[config.mk]
export PLATFORM = sky130hd
export DESIGN_NAME = flopoco_fcmp_pipe_flat
export DESIGN_NICKNAME = d
export VERILOG_FILES = /design/src/rtl/flopoco_fp_pkg.sv /design/src/rtl/flopoco_fcmp_pipe_if.sv /design/src/rtl/flopoco_mag_cmp.sv /design/src/rtl/flopoco_fcmp_pipe.sv /design/src/flat_wrapper.sv
export SDC_FILE = /design/constraint.sdc
export NUM_CORES = 1
export LEC_CHECK = 0
export CAP_MARGIN = 20
export CORE_MARGIN = 4
export CORE_UTILIZATION = 30
export DETAILED_ROUTE_END_ITERATION = 10
export HOLD_SLACK_MARGIN = 0.1
export SYNTH_ARGS = -nofsm -noshare
export SYNTH_HDL_FRONTEND = slang
export SYNTH_HIERARCHICAL = 1
export SYNTH_SLANG_ARGS = --single-unit
[constraint.sdc]
create_clock -name clk -period 2.7 [get_ports clk]
set_input_delay 0.54 -clock clk [delete_from_list [all_inputs] [get_ports clk]]
set_output_delay 0.54 -clock clk [all_outputs]
set_load 0.03 [all_outputs]
[src/rtl/flopoco_fp_pkg.sv]
// Shared FloPoCo float definitions: exception codes, compare predicates,
// stage-1 decode bundle and width-generic field extractors.
package flopoco_fp_pkg;

  localparam logic [1:0] EXC_ZERO = 2'b00;
  localparam logic [1:0] EXC_NORM = 2'b01;
  localparam logic [1:0] EXC_INF  = 2'b10;
  localparam logic [1:0] EXC_NAN  = 2'b11;

  typedef enum logic [2:0] {
    OP_EQ    = 3'd0,
    OP_LT    = 3'd1,
    OP_LE    = 3'd2,
    OP_GT    = 3'd3,
    OP_GE    = 3'd4,
    OP_NE    = 3'd5,
    OP_UNORD = 3'd6,
    OP_ORD   = 3'd7
  } fcmp_op_e;

  typedef struct packed {
    logic [1:0] exc_x;
    logic [1:0] exc_y;
    logic       sign_x;
    logic       sign_y;
    logic       lt;
    logic       gt;
  } fcmp_dec_t;

  localparam int FP_RAW_W = 64;
  typedef logic [FP_RAW_W-1:0] fp_raw_t;

  function automatic logic [1:0] fp_exc(
    input fp_raw_t v, input int we, input int wf);
    return v[we+wf+1 +: 2];
  endfunction

  function automatic logic fp_sign(
    input fp_raw_t v, input int we, input int wf);
    return v[we+wf];
  endfunction

  function automatic fp_raw_t fp_mag(
    input fp_raw_t v, input int we, input int wf);
    return v & ((fp_raw_t'(1) << (we + wf)) - fp_raw_t'(1));
  endfunction

endpackage

[src/rtl/flopoco_fcmp_pipe_if.sv]
// Operand/result handshake bundle of the float comparator.
// out_min/out_max exist only when FCMP_MINMAX_EN is defined.
interface flopoco_fcmp_pipe_if
  import flopoco_fp_pkg::*;
#(
  parameter int WE    = 4,
  parameter int WF    = 4,
  parameter int TAG_W = 8
);
  localparam int N = WE + WF + 3;

  logic             in_valid;
  logic             in_ready;
  logic [N-1:0]     X;
  logic [N-1:0]     Y;
  fcmp_op_e         op;
  logic [TAG_W-1:0] in_tag;
  logic             out_valid;
  logic             out_ready;
  logic             result;
  logic             unordered;
  logic [TAG_W-1:0] out_tag;
`ifdef FCMP_MINMAX_EN
  logic [N-1:0]     out_min;
  logic [N-1:0]     out_max;
`endif

  modport master (
`ifdef FCMP_MINMAX_EN
    input  out_min, out_max,
`endif
    output in_valid, X, Y, op, in_tag, out_ready,
    input  in_ready, out_valid, result, unordered, out_tag
  );

  modport slave (
`ifdef FCMP_MINMAX_EN
    output out_min, out_max,
`endif
    input  in_valid, X, Y, op, in_tag, out_ready,
    output in_ready, out_valid, result, unordered, out_tag
  );

endinterface

[src/rtl/flopoco_mag_cmp.sv]
// Unsigned magnitude comparator on concatenated {exp,frac}.
module flopoco_mag_cmp #(
  parameter int W = 8
) (
  input  logic [W-1:0] a,
  input  logic [W-1:0] b,
  output logic         lt,
  output logic         gt
);

  assign lt = a < b;
  assign gt = a > b;

endmodule

[src/rtl/flopoco_fcmp_pipe.sv]
// Two-stage FloPoCo float comparator with runtime predicate and tag.
// Optional FCMP_MINMAX_EN adds registered out_min/out_max.
module flopoco_fcmp_pipe
  import flopoco_fp_pkg::*;
#(
  parameter int WE    = 4,
  parameter int WF    = 4,
  parameter int TAG_W = 8,
  parameter int ID    = 1
) (
  input logic clk,
  input logic rst,
  flopoco_fcmp_pipe_if.slave io
);

  localparam int MW = WE + WF;
  localparam int N  = MW + 3;

  if (WE < 2 || WF < 1 || TAG_W < 1 || ID < 0) begin : g_param_chk
    $error("flopoco_fcmp_pipe: illegal parameters");
  end

  logic s1_valid, s2_valid;
  logic s1_adv, s2_adv;

  assign s2_adv      = ~s2_valid | io.out_ready;
  assign s1_adv      = ~s1_valid | s2_adv;
  assign io.in_ready = s1_adv & ~rst;

  logic [MW-1:0] x_mag, y_mag;
  logic          lt_mag, gt_mag;
  fcmp_dec_t     dec_in;

  assign x_mag = MW'(fp_mag(fp_raw_t'(io.X), WE, WF));
  assign y_mag = MW'(fp_mag(fp_raw_t'(io.Y), WE, WF));

  flopoco_mag_cmp #(.W(MW)) u_mag (
    .a (x_mag),
    .b (y_mag),
    .lt(lt_mag),
    .gt(gt_mag)
  );

  always_comb begin
    dec_in        = '0;
    dec_in.exc_x  = fp_exc(fp_raw_t'(io.X), WE, WF);
    dec_in.exc_y  = fp_exc(fp_raw_t'(io.Y), WE, WF);
    dec_in.sign_x = fp_sign(fp_raw_t'(io.X), WE, WF);
    dec_in.sign_y = fp_sign(fp_raw_t'(io.Y), WE, WF);
    dec_in.lt     = lt_mag;
    dec_in.gt     = gt_mag;
  end

  fcmp_dec_t        s1_dec;
  fcmp_op_e         s1_op;
  logic [TAG_W-1:0] s1_tag;
`ifdef FCMP_MINMAX_EN
  logic [N-1:0]     s1_x, s1_y;
`endif

  always_ff @(posedge clk or posedge rst) begin
    if (rst) begin
      s1_valid <= 1'b0;
      s1_dec   <= '0;
      s1_op    <= OP_EQ;
      s1_tag   <= '0;
`ifdef FCMP_MINMAX_EN
      s1_x     <= '0;
      s1_y     <= '0;
`endif
    end else if (s1_adv) begin
      s1_valid <= io.in_valid;
      if (io.in_valid) begin
        s1_dec <= dec_in;
        s1_op  <= io.op;
        s1_tag <= io.in_tag;
`ifdef FCMP_MINMAX_EN
        s1_x   <= io.X;
        s1_y   <= io.Y;
`endif
      end
    end
  end

  logic zx, zy, nx, ny, ix, iy, qx, qy;
  logic sx, sy, eq_mag, unord;
  logic eqnum, ltnum, gtnum, pred;

  always_comb begin
    zx     = s1_dec.exc_x == EXC_ZERO;
    zy     = s1_dec.exc_y == EXC_ZERO;
    nx     = s1_dec.exc_x == EXC_NORM;
    ny     = s1_dec.exc_y == EXC_NORM;
    ix     = s1_dec.exc_x == EXC_INF;
    iy     = s1_dec.exc_y == EXC_INF;
    qx     = s1_dec.exc_x == EXC_NAN;
    qy     = s1_dec.exc_y == EXC_NAN;
    sx     = s1_dec.sign_x;
    sy     = s1_dec.sign_y;
    eq_mag = ~s1_dec.lt & ~s1_dec.gt;
    unord  = qx | qy;
    eqnum  = (zx & zy)
           | ((nx & ny | ix & iy) & (sx == sy) & (ix | eq_mag));
    // Five terms: normal/normal, -inf on X, +inf on Y, zero vs normal
    ltnum  = (nx & ny & ((~sx & ~sy & s1_dec.lt) | (sx & ~sy)
                        | (sx & sy & s1_dec.gt)))
           | (ix & sx & ~(iy & sy))
           | (iy & ~sy & ~(ix & ~sx))
           | (zx & ny & ~sy)
           | (nx & sx & zy);
    gtnum  = (nx & ny & ((~sx & ~sy & s1_dec.gt) | (~sx & sy)
                        | (sx & sy & s1_dec.lt)))
           | (iy & sy & ~(ix & sx))
           | (ix & ~sx & ~(iy & ~sy))
           | (zy & nx & ~sx)
           | (ny & sy & zx);
    pred = 1'b0;
    unique case (s1_op)
      OP_EQ:    pred = eqnum & ~unord;
      OP_LT:    pred = ltnum & ~unord;
      OP_LE:    pred = (ltnum | eqnum) & ~unord;
      OP_GT:    pred = gtnum & ~unord;
      OP_GE:    pred = (gtnum | eqnum) & ~unord;
      OP_NE:    pred = ~(eqnum & ~unord);
      OP_UNORD: pred = unord;
      OP_ORD:   pred = ~unord;
      default:  pred = 1'b0;
    endcase
  end

`ifdef FCMP_MINMAX_EN
  logic [N-1:0] mm_min, mm_max;
  logic         x_below;

  // Signed zeros are ordered here so min/max stay deterministic
  always_comb begin
    x_below = ltnum | (zx & zy & sx & ~sy);
    mm_min  = x_below ? s1_x : s1_y;
    mm_max  = x_below ? s1_y : s1_x;
    if (qx & qy) begin
      mm_min = {EXC_NAN, {(N-2){1'b0}}};
      mm_max = {EXC_NAN, {(N-2){1'b0}}};
    end else if (qx) begin
      mm_min = s1_y;
      mm_max = s1_y;
    end else if (qy) begin
      mm_min = s1_x;
      mm_max = s1_x;
    end
  end
`endif

  logic             s2_result, s2_unord;
  logic [TAG_W-1:0] s2_tag;
`ifdef FCMP_MINMAX_EN
  logic [N-1:0]     s2_min, s2_max;
`endif

  always_ff @(posedge clk or posedge rst) begin
    if (rst) begin
      s2_valid  <= 1'b0;
      s2_result <= 1'b0;
      s2_unord  <= 1'b0;
      s2_tag    <= '0;
`ifdef FCMP_MINMAX_EN
      s2_min    <= '0;
      s2_max    <= '0;
`endif
    end else if (s2_adv) begin
      s2_valid <= s1_valid;
      if (s1_valid) begin
        s2_result <= pred;
        s2_unord  <= unord;
        s2_tag    <= s1_tag;
`ifdef FCMP_MINMAX_EN
        s2_min    <= mm_min;
        s2_max    <= mm_max;
`endif
      end
    end
  end

  assign io.out_valid = s2_valid;
  assign io.result    = s2_result;
  assign io.unordered = s2_unord;
  assign io.out_tag   = s2_tag;
`ifdef FCMP_MINMAX_EN
  assign io.out_min   = s2_min;
  assign io.out_max   = s2_max;
`endif

endmodule

[src/flat_wrapper.sv]
// flat-port wrapper written by rule: the top's interface ports become plain ports
module flopoco_fcmp_pipe_flat import flopoco_fp_pkg::*;
#(
  parameter int WE    = 4,
  parameter int WF    = 4,
  parameter int TAG_W = 8,
  parameter int ID    = 1
)
  (clk, rst, io_in_valid, io_X, io_Y, io_op, io_in_tag, io_out_ready, io_in_ready, io_out_valid, io_result, io_unordered, io_out_tag);
  flopoco_fcmp_pipe_if #(.WE(WE), .WF(WF), .TAG_W(TAG_W)) io_i ();
  input logic clk;
  input logic rst;
  input wire logic [$bits(io_i.in_valid)-1:0] io_in_valid;
  input wire logic [$bits(io_i.X)-1:0] io_X;
  input wire logic [$bits(io_i.Y)-1:0] io_Y;
  input wire logic [$bits(io_i.op)-1:0] io_op;
  input wire logic [$bits(io_i.in_tag)-1:0] io_in_tag;
  input wire logic [$bits(io_i.out_ready)-1:0] io_out_ready;
  output wire logic [$bits(io_i.in_ready)-1:0] io_in_ready;
  output wire logic [$bits(io_i.out_valid)-1:0] io_out_valid;
  output wire logic [$bits(io_i.result)-1:0] io_result;
  output wire logic [$bits(io_i.unordered)-1:0] io_unordered;
  output wire logic [$bits(io_i.out_tag)-1:0] io_out_tag;
  assign io_i.in_valid = io_in_valid;
  assign io_i.X = io_X;
  assign io_i.Y = io_Y;
  assign io_i.op = io_op;
  assign io_i.in_tag = io_in_tag;
  assign io_i.out_ready = io_out_ready;
  assign io_in_ready = io_i.in_ready;
  assign io_out_valid = io_i.out_valid;
  assign io_result = io_i.result;
  assign io_unordered = io_i.unordered;
  assign io_out_tag = io_i.out_tag;
  flopoco_fcmp_pipe #(.WE(WE), .WF(WF), .TAG_W(TAG_W), .ID(ID)) u_core (.clk(clk), .rst(rst), .io(io_i));
endmodule
==> metrics.md, run 1 <==
| Metric | Value |
|---|---|
| Post-CTS resize count | 0 |
| Setup clock skew after layout | between 5 and 6 ps |
| Total half-perimeter wirelength after legalization and detailed placement | between 2000 and 3000 um |
| Remaining global-route overflow | 0 |
| Routed length on met3 | 175 um |
| Sequential-to-total area share from yosys stat | 0.450 |
| Die ar. | between 7000 and 8000 um2 |
| Final GP Congestion | ~0.81 |
| Diodes inserted | 0 |
| Period utilisation layout | 0.900 |
| Total count of max-transition violations in the final report | 0 |
| Proportion of netlist area held by the largest area contributor | 0.450 |
| Sequential power share | 0.417 |
| Number of I/O pins | ~50 |
| Hold crit path type | flip-flop to flip-flop |
| Most frequent cell after synthesis | sky130_fd_sc_hd__dfrtp_1 |
| Count of endpoints failing hold in the final timing report | 0 |
| Post-Route M1 WL | approximately 1500 um |
| Power per cell area | roughly 620 nW/um2 |
| Critical path startpoint category | input pin |
| Total power after layout | ~1.5 mW |
| Netlist area before placement | 1720 um2 |
| Placement-stage cell area | 2310 um2 |
| Post-synth net total | 198 |
| Highest metal layer with signal wires | met4 |
| CTS tree | done |
| Row count | 27 |
| Share of the core filled with cells | 0.432 |
| Die Height | approximately 84 um |
| CP max FO | 2 |
| Wire length after detailed routing | 3380 um |
| Worst-case hold slack | roughly 490 ps |
| Reg2reg setup slack | approximately 480 ps |
| Normalized max-slew margin | 0.673 |
| Routed wire length on met2 | about 1700 um |
| Clock input transition at the sequential cells of the worst setup and hold paths | roughly 60 ps |
| Clock Sink Count | 31 |
| Min-Delay Startpoint | u_core/io.unordered |
| Number of nets in the layout | between 200 and 300 |
| Switching power | roughly 470 uW |
| RSZ-0062 raised after global routing | false |
| Most used flip-flop cell after synthesis | sky130_fd_sc_hd__dfrtp_1 |
| Top cells by area in the synthesized netlist | sky130_fd_sc_hd__dfrtp_1 45%, sky130_fd_sc_hd__mux2_2 18%, sky130_fd_sc_hd__ha_1 8.7%, sky130_fd_sc_hd__inv_1 2.4%, sky130_fd_sc_hd__a21oi_1 2.0% |
| Count of buffers added by post-CTS timing repair for setup | 0 |
| Run status | finished, final reports clean |
| Final std cell area, no fill | approximately 2400 um2 |
| Port Buf Inserts | 48 |
| Number of remaining DRC errors | 0 |
| Proportion of power drawn by the clock network | 0.242 |
| Inserted Clock Buffers | 5 |
| Number of H-tree levels | 2 |
| Fmax | slightly above 400 MHz |
| Total of endpoints with negative setup slack in the final report | 0 |
| Peak VDD IR | around 0.0004 V |
| Post-layout min period | ~2400 ps |
| Worst path most repeated cell | sky130_fd_sc_hd__clkdlybuf4s50_1 |
| Count of warnings emitted by yosys | 6 |
| Clk_lat worst skew | ~280 ps |
| Relative area change from synthesis to final layout | 38.9% |
| Setup TNS | 0 ps |
| Routed via count | around 1.3k |
| Mean cell area of the mapped netlist | roughly 12 um2 |
| Fraction of final layout cells sized beyond drive strength 1 | 0.230 |
| Detailed Routing Iterations Pass 1 | 4 |
| Detail-routed via count per cell | 4.71 |
| Min-Delay Endpoint | u_core/io.unordered |
| Switching Fraction | 0.314 |
| Antenna violations before repair | 0 |
| Maximum number of pins on one net before global-route repair | 32 |
| Quantity of hold-fixing buffers added after cts | 0 |
| Number of DRC markers in iteration 0 | 41 |
| Buffers from clock root to sink, at most | 2 |
| Number of distinct standard cells referenced by the synthesized netlist | 36 |
| Width of the die | around 84 um |
| Most area-hungry cell type in the Yosys netlist | sky130_fd_sc_hd__dfrtp_1 |
| Via count of the first global-routing pass | 1309 |
| Reg-to-reg startpoint | u_core/sy |
| Most instantiated cells after synthesis | 31 x sky130_fd_sc_hd__dfrtp_1, 27 x sky130_fd_sc_hd__mux2_2, 12 x sky130_fd_sc_hd__ha_1, 11 x sky130_fd_sc_hd__inv_1, 8 x sky130_fd_sc_hd__nand2_1 |
| Root buffer cell | sky130_fd_sc_hd__clkbuf_8 |
| Max stage delay cell, worst path | sky130_fd_sc_hd__clkdlybuf4s50_1 |
| Count of flip-flops with a built-in enable after synthesis | 0 |
| CP Data Arrival Time | roughly 1900 ps |
| CP max stage delay | 690 ps |
| Type of destination of the critical path | primary output |
| Proportion of synthesized flip-flops having asynchronous set or reset | 1.00 |
| Wire length of the first global-routing pass | a little under 6000 um |
| Initial Utilization | 0.311 |
| Critical R2R Capture | u_core/io.result |
| Number of storage elements in the synthesis netlist | 31 |
| Data required time of the critical path | 2160 ps |
| Leakage component of the power | ~1 nW |
| DR WL/cell | ~12 um |
| Floorplan Core Area | around 5500 um2 |
| Setup CP Type | input pin to primary output |
| Post-synthesis cell count | about 150 |
| Internal power | roughly 1 mW |
| Max Cap Violations | 0 |
| Antenna Nets Post-Route | 0 |
| Logic depth of the worst register-to-register path | 8 |
| Critical-path cell list | clkdlybuf4s50_1 -> nor2b_1 -> a21oi_1 -> clkdlybuf4s50_1 |
| GRT Resource Usage Total | 0.102 |
| Portion of total power attributed to combinational logic | 0.341 |
| Transition time at the pin with the least slew margin | a little under 500 ps |
| Worst Hold Path Cells | 2 |
## worst max path at each step
stage,to,cells after the start,slack [ps],from
3_5_place_dp,io_in_ready,4,250,io_out_ready
4_1_cts,io_in_ready,4,260,io_out_ready
3_3_place_gp,io_in_ready,4,280,io_out_ready
2_1_floorplan,u_core/io.result,8,680,u_core/sx
5_1_grt,io_in_ready,4,200,io_out_ready
6_report,io_in_ready,4,270,io_out_ready
## power by group through the flow
| stage | registers [mW] | clock network (mW) | logic, mW |
|---|---|---|---|
| floorplan | 0.698 | 0 | 0.247 |
| global placement | 0.629 | 0 | 0.512 |
| detailed placement | 0.632 | 0 | 0.517 |
| CTS | 0.623 | 0.377 | 0.519 |
| global route | 0.639 | 0.399 | 0.556 |
| finish | 0.623 | 0.360 | 0.509 |
## kinds of logic after synthesis
| kind of cell | synth area share |
|---|---|
| compound gates | 0.135 |
| flops | 0.450 |
| simple gates | 0.112 |
| fa+ha+maj | 0.0871 |
| buf+inv | 0.0341 |
| mux | 0.176 |
| xor+xnor | 0.00508 |
## through the flow
step,worst slack [ps],instances
floorplan,676,149
global placement,280,269
detailed placement,254,269
CTS,261,276
global route,202,276
finish,271,276
## cells in the final DEF (no fill, tap or decap), drive strengths merged
cell type,instances
o21ai,3
nor4,1
clkinv,1
ha,12
o22a,1
a2bb2oi,2
nand2b,6
mux2,27
a21oi,8
inv,11
clkdlybuf4s50,48
o211ai,3
o32ai,1
nor3,2
clkbuf,6
o21ba,1
a22oi,2
nand2,8
a31oi,2
nor2b,5
a32o,1
dfrtp,31
nor2,6
o311ai,1
a221oi,3
xnor2,1
or3b,1
nand4,3
buf,4
o31ai,2
nor4b,1
## worst max-delay path, delay by kind of cell
kind	cells	cell delay, ps
compound gates	1	140
buf+inv	2	1160
simple gates	1	60
## layer usage
metal | vias up | GRT usage
met1 | 621 | 0.122
li1 | 651 | -
met3 | 6 | 0.0365
met5 | - | 0
met4 | 0 | 0.0351
met2 | 23 | 0.169
## registers in the layout, indices dropped and copies added, names as in the netlist
register             cells
u_core/s1_valid          1
u_core/s1_tag            8
u_core/s1_op             3
u_core/io.unordered      1
u_core/io.result         1
u_core/io.out_valid      1
u_core/io.out_tag        8
u_core/sy                1
u_core/sx                1
u_core/s1_dec            6
## layout make-up
class	instances	area (um2)
Clock buffer	6	82.6
Clock inverter	1	5.00
Fill cell	563	3150
Inverter	11	41.3
Multi-Input combinational cell	103	890
Sequential cell	31	776
Tap cell	72	90.1
Timing Repair Buffer	52	510
Note: power is estimated with default switching activity, not from simulation.
==> run 2: changes to the inputs <==
--- a/config.mk
+++ b/config.mk
@@ -8,6 +8,7 @@
 export CAP_MARGIN = 20
 export CORE_MARGIN = 4
 export CORE_UTILIZATION = 30
+export CTS_CLUSTER_DIAMETER = 50
 export DETAILED_ROUTE_END_ITERATION = 10
 export HOLD_SLACK_MARGIN = 0.1
 export SYNTH_ARGS = -nofsm -noshare
==> results of run 2 <==
The final DEF is identical to that of run 1; final timing and power are the same.
